<file path="src/rtl/snitch_tcdm_bank_arb.sv">
// Single-port TCDM bank arbiter: starvation > priority > round-robin selection with
// lock-in under bank backpressure and a fixed-latency response return path.
module snitch_tcdm_bank_arb #(
   parameter int unsigned NumInp                = 4,
   parameter int unsigned AddrWidth             = 10,
   parameter int unsigned DataWidth             = 64,
   parameter int unsigned MemoryResponseLatency = 1,
   parameter int unsigned StarveThresh          = 8
) (
   input  logic                                  clk_i,
   input  logic                                  rst_ni,
   input  logic [NumInp-1:0]                     req_valid_i,
   output logic [NumInp-1:0]                     req_ready_o,
   input  logic [NumInp-1:0]                     req_prio_i,
   input  logic [NumInp-1:0][AddrWidth-1:0]      req_addr_i,
   input  logic [NumInp-1:0]                     req_write_i,
   input  logic [NumInp-1:0][DataWidth-1:0]      req_data_i,
   input  logic [NumInp-1:0][DataWidth/8-1:0]    req_strb_i,
   output logic                                  mem_valid_o,
   input  logic                                  mem_ready_i,
   output logic [AddrWidth-1:0]                  mem_addr_o,
   output logic                                  mem_write_o,
   output logic [DataWidth-1:0]                  mem_data_o,
   output logic [DataWidth/8-1:0]                mem_strb_o,
   input  logic [DataWidth-1:0]                  mem_rdata_i,
   output logic [NumInp-1:0]                     rsp_valid_o,
   output logic [DataWidth-1:0]                  rsp_data_o
);

   localparam int unsigned IdxW = $clog2(NumInp);
   localparam int unsigned CntW = $clog2(StarveThresh + 1);
   localparam int unsigned Lat  = MemoryResponseLatency;

   logic [IdxW-1:0]              rr_ptr_q, rr_ptr_d;
   logic                         lock_q, lock_d;
   logic [IdxW-1:0]              lock_idx_q, lock_idx_d;
   logic [NumInp-1:0][CntW-1:0]  cnt_q, cnt_d;
   logic [Lat-1:0]               sr_vld_q, sr_vld_d;
   logic [Lat-1:0][IdxW-1:0]     sr_idx_q, sr_idx_d;

   logic [NumInp-1:0] starved, prio_req, cand;
   logic [IdxW-1:0]   winner;
   logic              found, lock_hold, hs;
   int unsigned       idx;

   always_comb begin
      for (int i = 0; i < NumInp; i++) begin
         starved[i] = req_valid_i[i] && (cnt_q[i] == CntW'(StarveThresh));
      end
      prio_req = req_valid_i & req_prio_i;
      if (|starved)       cand = starved;
      else if (|prio_req) cand = prio_req;
      else                cand = req_valid_i;
   end

   // Round-robin scan from rr_ptr; an active lock overrides the class decision.
   always_comb begin
      winner = rr_ptr_q;
      found  = 1'b0;
      idx    = 0;
      for (int unsigned k = 0; k < NumInp; k++) begin
         idx = 32'(rr_ptr_q) + k;
         if (idx >= NumInp) idx = idx - NumInp;
         if (!found && cand[idx]) begin
            winner = IdxW'(idx);
            found  = 1'b1;
         end
      end
      lock_hold = lock_q && req_valid_i[lock_idx_q];
      if (lock_hold) winner = lock_idx_q;
   end

   always_comb begin
      mem_valid_o = rst_ni & (|req_valid_i);
      hs          = mem_valid_o & mem_ready_i;
      req_ready_o = '0;
      if (mem_valid_o) req_ready_o[winner] = mem_ready_i;
      mem_addr_o  = req_addr_i[winner];
      mem_write_o = req_write_i[winner];
      mem_data_o  = req_data_i[winner];
      mem_strb_o  = req_strb_i[winner];
      rsp_data_o  = mem_rdata_i;
      rsp_valid_o = '0;
      if (sr_vld_q[Lat-1]) rsp_valid_o[sr_idx_q[Lat-1]] = 1'b1;
   end

   always_comb begin
      rr_ptr_d = rr_ptr_q;
      if (hs) rr_ptr_d = (32'(winner) == NumInp - 1) ? '0 : winner + IdxW'(1);
      lock_d     = mem_valid_o & ~mem_ready_i;
      lock_idx_d = winner;
      for (int i = 0; i < NumInp; i++) begin
         if (!req_valid_i[i] || (hs && (winner == IdxW'(i)))) cnt_d[i] = '0;
         else if (cnt_q[i] != CntW'(StarveThresh))            cnt_d[i] = cnt_q[i] + CntW'(1);
         else                                                  cnt_d[i] = cnt_q[i];
      end
      sr_vld_d    = sr_vld_q;
      sr_idx_d    = sr_idx_q;
      sr_vld_d[0] = hs;
      sr_idx_d[0] = winner;
      for (int k = 1; k < Lat; k++) begin
         sr_vld_d[k] = sr_vld_q[k-1];
         sr_idx_d[k] = sr_idx_q[k-1];
      end
   end

   always_ff @(posedge clk_i) begin
      if (!rst_ni) begin
         rr_ptr_q   <= '0;
         lock_q     <= 1'b0;
         lock_idx_q <= '0;
         cnt_q      <= '0;
         sr_vld_q   <= '0;
         sr_idx_q   <= '0;
      end else begin
         rr_ptr_q   <= rr_ptr_d;
         lock_q     <= lock_d;
         lock_idx_q <= lock_idx_d;
         cnt_q      <= cnt_d;
         sr_vld_q   <= sr_vld_d;
         sr_idx_q   <= sr_idx_d;
      end
   end

   // A locked requester must hold its request until the bank accepts it.
   lock_drop_a: assert property (@(posedge clk_i) disable iff (!rst_ni)
                                 lock_q |-> req_valid_i[lock_idx_q]);

endmodule

</file>
<file path="config.mk">
export PLATFORM = sky130hd
export DESIGN_NAME = snitch_tcdm_bank_arb
export DESIGN_NICKNAME = d
export VERILOG_FILES = /design/src/rtl/snitch_tcdm_bank_arb.sv
export SDC_FILE = /design/constraint.sdc
export NUM_CORES = 1
export LEC_CHECK = 0
export ABC_AREA = 1
export CAP_MARGIN = 5
export CORE_AREA = 2 2 222 224
export CTS_BUF_LIST = sky130_fd_sc_hd__clkbuf_8 sky130_fd_sc_hd__clkbuf_16
export CTS_CLUSTER_DIAMETER = 40
export CTS_CLUSTER_SIZE = 28
export DETAILED_ROUTE_END_ITERATION = 12
export DIE_AREA = 0 0 224 226
export SLEW_MARGIN = 0
export SYNTH_ARGS = -nofsm -noshare
export SYNTH_HDL_FRONTEND = slang
export SYNTH_SLANG_ARGS = --single-unit
</file>
<file path="constraint.sdc">
create_clock -name clk_i -period 3.2 [get_ports clk_i]
set_clock_uncertainty 0.2 [all_clocks]
set_input_delay 0.64 -clock clk_i [delete_from_list [all_inputs] [get_ports clk_i]]
set_output_delay 0.64 -clock clk_i [all_outputs]
set_load 0.02 [all_outputs]
</file>
=== After elaboration in Yosys (flattened, before gate mapping) ===
Index checks and enable logic that the tools add are counted.

* Bits in registers: 22
* Logic and storage cells: 122

* Add/subtract/negate cells: 12
* Order comparisons: 12
* Eq/ne operators: 11
* Muxes and demuxes: 39
* Bitwise gates (word level): 7
* Reduce and logical (&&, ||, !) cells: 33

{| class="wikitable"
|+ Operators by type and width
! cell !! count
|-
| 64-bit binary-select mux with 2-bit select || 1
|-
| 32-bit by 3-bit < comparator with 1-bit output, second input constant || 4
|-
| 32-bit two-way mux || 4
|-
| 64-bit two-way mux || 1
|-
| 10-bit binary-select mux with 2-bit select || 1
|-
| 4-bit by 1-bit adder with 4-bit output, second input constant || 4
|-
| 8-bit binary-select mux with 2-bit select || 1
|-
| 4-bit == test, second input constant || 4
|-
| 4-bit two-way mux || 4
|-
| 4-bit != test, second input constant || 4
|-
| 1-bit logical AND || 14
|-
| 1-bit binary-select mux with 2-bit select || 6
|-
| 2-bit two-way mux || 6
|-
| 4-bit OR reduction || 3
|-
| 3-bit by 3-bit subtractor with 4-bit output, second input constant || 3
|-
| 1-bit two-way mux || 11
|-
| 10-bit two-way mux || 1
|-
| 3-bit >= comparator, second input constant || 3
|-
| 4-bit bitwise AND || 2
|-
| 8-bit two-way mux || 1
|-
| 2-bit OR reduction || 4
|-
| 1-bit zero test || 7
|-
| 2-bit by 2-bit adder with 3-bit output, second input constant || 2
|-
| 2-bit by 3-bit < comparator with 1-bit output, second input constant || 2
|-
| other kinds (12) || 21
|}

=== Logic depth before layout (Yosys ltp) ===
* Depth after elaboration: 23
* Mapped depth: 22
* Mapped depth without buffers: 20

=== Worst setup path before layout ===
No wires, ideal clock.

* Path type: input-to-output
* Start point: in req_valid_i[1]
* End point: out req_ready_o[1]
* Data arrival time: 2.456 ns
* Required time: 2.360 ns
* Slack: -0.096 ns
* Stages: 20
* Buffers on the path: 2
* Path through: nand2_1 > nand2_1 > nor2_4 > nand2_1 > nand2_1 > nand2_1 > nand3_1 > nand3_1 > nand2_2 > nand2_1 > nand2_1 > nand2_1 > nand2_1 > nand3_2 > nand2_4 > buf_4 > buf_4 > ha_1 > nand2_1 > inv_1

* Word-level cells in the longest chain between the ends: 23
* Elaborated cells on any way between the ends: 40
* Those cells by class: order compare: 2; mux: 23; bitwise: 3; reduce/logical: 12

{| class="wikitable"
|+ Ends and longest elaborated chain
! what !! RTL line !! source
|-
| from (decl) || 12 || <nowiki>input logic [NumInp-1:0] req_valid_i,</nowiki>
|-
| 4-bit bitwise AND || 50 || <nowiki>prio_req = req_valid_i & req_prio_i;</nowiki>
|-
| 4-bit OR reduction || 52 || <nowiki>else if (|prio_req) cand = prio_req;</nowiki>
|-
| 4-bit two-way mux || 52 ||
|-
| 4-bit two-way mux || 51 || <nowiki>if (|starved) cand = starved;</nowiki>
|-
| 1-bit binary-select mux with 2-bit select || 64 || <nowiki>if (!found && cand[idx]) begin</nowiki>
|-
| 1-bit two-way mux (implied by the code) || 64 ||
|-
| 1-bit two-way mux || 64 ||
|-
| 1-bit zero test || 64 ||
|-
| [7 not listed] || - ||
|-
| 2-bit two-way mux || 64 ||
|-
| 2-bit two-way mux || 70 || <nowiki>if (lock_hold) winner = lock_idx_q;</nowiki>
|-
| 2-bit by 3-bit < comparator with 1-bit output (implied by the code) / 2-bit by 1-bit >= comparator with 1-bit output (equally long branches) || 77 || <nowiki>if (mem_valid_o) req_ready_o[winner] = mem_ready_i;</nowiki>
|-
| 1-bit logical AND (implied by the code) || 77 ||
|-
| 1-bit two-way mux (implied by the code) || 77 ||
|-
| 1-bit demux with 2-bit select || 77 ||
|-
| 4-bit bitwise AND (no line) || - ||
|-
| 4-bit two-way mux (*) || 77 ||
|-
| to (decl) || 13 || <nowiki>output logic [NumInp-1:0] req_ready_o,</nowiki>
|}

Every way passes the cells marked *; elsewhere a longest branch is shown, timed or not. The select of a mux whose other input is x is not followed.

=== Worst setup path after layout ===
* Start point: in req_prio_i[3]
* End point: out mem_data_o[18]

* Word-level cells in the longest chain between the ends: 19
* Elaborated cells on any way between the ends: 28
* Those cells by class: mux: 20; bitwise: 1; reduce/logical: 7

{| class="wikitable"
|+ Ends and longest elaborated chain
! what !! RTL line !! source
|-
| from (decl) || 14 || <nowiki>input logic [NumInp-1:0] req_prio_i,</nowiki>
|-
| 4-bit bitwise AND (*) || 50 ||
|-
| 4-bit OR reduction || 52 ||
|-
| 4-bit two-way mux (*) || 52 ||
|-
| 4-bit two-way mux (*) || 51 ||
|-
| 1-bit binary-select mux with 2-bit select || 64 ||
|-
| 1-bit two-way mux (implied by the code) || 64 ||
|-
| 1-bit two-way mux || 64 ||
|-
| 1-bit zero test || 64 ||
|-
| [3 not listed] || - ||
|-
| 1-bit logical AND || 64 ||
|-
| 1-bit two-way mux || 64 ||
|-
| 1-bit zero test || 64 ||
|-
| 1-bit logical AND || 64 ||
|-
| 2-bit two-way mux (*) || 64 ||
|-
| 2-bit two-way mux (*) || 70 ||
|-
| 64-bit binary-select mux with 2-bit select (*) || 80 || <nowiki>mem_data_o = req_data_i[winner];</nowiki>
|-
| 64-bit two-way mux (implied by the code) (*) || 80 ||
|-
| to (decl) || 23 || <nowiki>output logic [DataWidth-1:0] mem_data_o,</nowiki>
|}

Marked as above.

==> impl_metrics.toml <==
[outcome]
violations = "setup timing"
outcome = "finished, violations left"

[place]
io_buffers = 434
preCtsSetupSlack_ns = -1.534
dpl.hpwl_um = 26270
gp_congestion = 0.8822

[pwr]
ir_worst_vdd_mv = 0.3286
power_leakage_nw = 6.393
power_density_nw_per_um2 = 771.4
total_power_mw = 10.13

[critical_path]
path_delay_family = "simple AND/OR/NAND/NOR gates"
startpoint_type = "primary input"
criticalPathCategory = "in2out"
critPathMostFrequentCell = "nand2_2"
crit_arrival_ns = 3.19
endpoint_kind = "output pin"
crit_buf_inv = 8
path_max_fanout = 7
critPathSlowestCell = "o21ai_0"
cp_cell_sequence = "clkdlybuf4s15_2 > nand2_2 > buf_4 > inv_1 > o21ai_0 > nand2_1 > nand2_2 > nand3_1 > nand3_1 > nand2_2 > nor2_4 > nand2_2 > buf_4 > nand3_4 > nand2_2 > nand2_2 > nand2_4 > buf_12 > buf_16 > buf_12 > nand2_2 > nand2_2 > buf_6"
cp.required_ns = 2.36
max_stage_delay_ns = 0.21

[routing]
ant_nets = 0
drc_errors = 0
viasPerCell = 3.924
first_pass_iters = 4
vias = 8751
wire_per_inst_um = 17.65
wirelength_um = 39370
drt_iter0_drc = 320

[synth]
synthSimpleGateAreaFrac_pct = 66.17
synth_edf_count = 0
synth.most_common_cell = "nand2_1"
synth_fa_ha_area_share_pct = 2.125
ys_ff_latch = 22
synthMuxAreaShare_pct = 0
synthFlopType = "dfxtp_1"
yosys-top-cells-count = "nand2_1 (813), buf_4 (77), nand3_1 (46)"
postSynthAreaPerCell_um2 = 4.720
syn_inst = 1123
synth_top_family_by_area = "simple AND/OR/NAND/NOR gates"
synth_xor_area_share_pct = 1.818
ys_warn_count = 0
synth_top_area_share_pct = 57.58
synth_area_um2 = 5300
synth_area_leaders = "nand2_1 (58%), buf_4 (11%), dfxtp_1 (8.3%)"
yosysUniqueCellTypes = 30
synth_nets = 1539
synth_compound_area_share_pct = 2.030
async_reset_ff_share_pct = 0
synth_top_area_cell = "nand2_1"
yosysSeqAreaShare_pct = 8.310

[die]
core_area_um2 = 48340
io_pins = 563
row_count = 81
start_util_pct = 10.96
dieHeight_um = 226
die-area_um2 = 50620
die_w_um = 224

[flow_run]
cap_violations = 0

[clock_network]
clk_latency_ns = 0.26
cts_made_buffers = 3
cts.sink_count = 22
cts_tree = "built"
clk_path_buf_depth = 2
clk_pin_slew_ns = 0.06
root_buffer = "clkbuf_16"
h-tree-depth = 1

[final_layout]
area_growth_pct = 147.7
drive_gt1_share_pct = 36.35
postLayoutCoreUtil_pct = 27.16
fin_nets = 2021
fill_cells = 5250

[sta]
fin_crit_sh_pct = 126.1
final_max_slew_viol_count = 0
finalHoldViolations = 0
setup-violations-final = 103
slew-limit-headroom_pct = 73.40
grt_setup_unrepaired = "yes"
worst-slew-pin-transition_ns = 0.3964
min_period_ns = 4.034
max_freq_ghz = 0.2479
fin_ws_ns = -0.8340

[grt]
grt_pass1_vias = 8340
grt_pass1_wl_um = 52540
grt_max_degree = 39
overflow = 0
antenna_found_initial = 9
grt_usage_pct = 13.92

[min_path]
min_path_type = "reg2reg"
-- per-layer routing --
layer	vias to the layer above	routed length, um	GRT usage, %
li1	4306	-	-
met5	-	44	0
met1	3953	15580	16.91
met2	419	19340	24.27
met3	67	3660	3.864
met4	6	746	3.204
-- cell type report --
class	instances	area (um^2)	share of cell area (%)
Multi-Input combinational cell	941	4866	37.06
Antenna cell	4	10.01	0.07624
Clock buffer	3	75.07	0.5718
Timing Repair inverter	1	20.02	0.1525
Tap cell	622	778.2	5.928
Inverter	39	162.7	1.239
Sequential cell	22	447.9	3.412
Timing Repair Buffer	597	6739	51.33
Clock inverter	1	30.03	0.2287
-- through the flow --
step	setup TNS, ns	hold WS (ns)	instance area, um^2	instances
after CTS	-56.82	0.3724	12350	2205
after floorplan	0	0.2967	5538	1123
after detailed placement	-135.44	0.3606	10660	2146
after global routing	-86.29	0.4429	13130	2229
after global placement	-134.52	0.3210	10660	2146
final	-68.96	0.3779	13130	2230
-- worst min-delay path: cells and delay by family (launching register included) --
family | cells | cell delay, ns
buffers and inverters | 1 | 0.06
AND/OR/NAND/NOR | 1 | 0.09
AO/OA/AOI/OAI | 1 | 0.05
flip-flops | 1 | 0.33
-- sequential cells by signal, indices dropped and copies added (netlist names) --
signal,cells
cnt_q,16
lock_q,1
rr_ptr_q,2
sr_idx_q,2
sr_vld_q,1
-- timing repair --
item	CTS	global route
setup buffers	34	16
resized for setup	682	149
gates cloned	22	8
endpoints found under the setup margin	106	104
hold buffers	0	0
pin swaps	74	73
-- where the power goes --
group          leakage, nW  switching (mW)  internal (mW)
clock network       0.0511           0.113          0.249
registers            0.182          0.0152          0.294
logic                 6.16            4.89           4.57
-- cell usage in the layout, fill, tap and decap left out, types with 6 or more instances in the layout --
cell	n
clkdlybuf4s50_1	339
xor2_1	10
dfxtp_1	16
nor2_1	20
nand2_4	26
buf_6	89
clkbuf_16	11
inv_1	25
buf_16	25
buf_4	91
nand2_1	557
nand3_1	18
dfxtp_2	6
nand4_1	6
nand3_2	25
nand2_2	230
a21oi_1	7
buf_12	32
inv_2	12
-- cells by family (layout without fill, tap and decap cells) --
kind of cell	Yosys count	after routing
simple gates	901	901
buf+inv	160	641
flops	22	22
compound gates	20	20
xor+xnor	11	11
fa+ha+maj	9	9
other cells	0	4
-- worst paths after layout --
path	start	end	slack, ns	cells after the start
max	req_prio_i[3]	mem_data_o[18]	-0.83	23
min	cnt_q[4]	cnt_q[4]	0.38	3
max reg2reg	cnt_q[13]	cnt_q[7]	-0.59	29
min reg2reg	cnt_q[4]	cnt_q[4]	0.38	3
No activity file was read; power rests on OpenSTA's default activity.
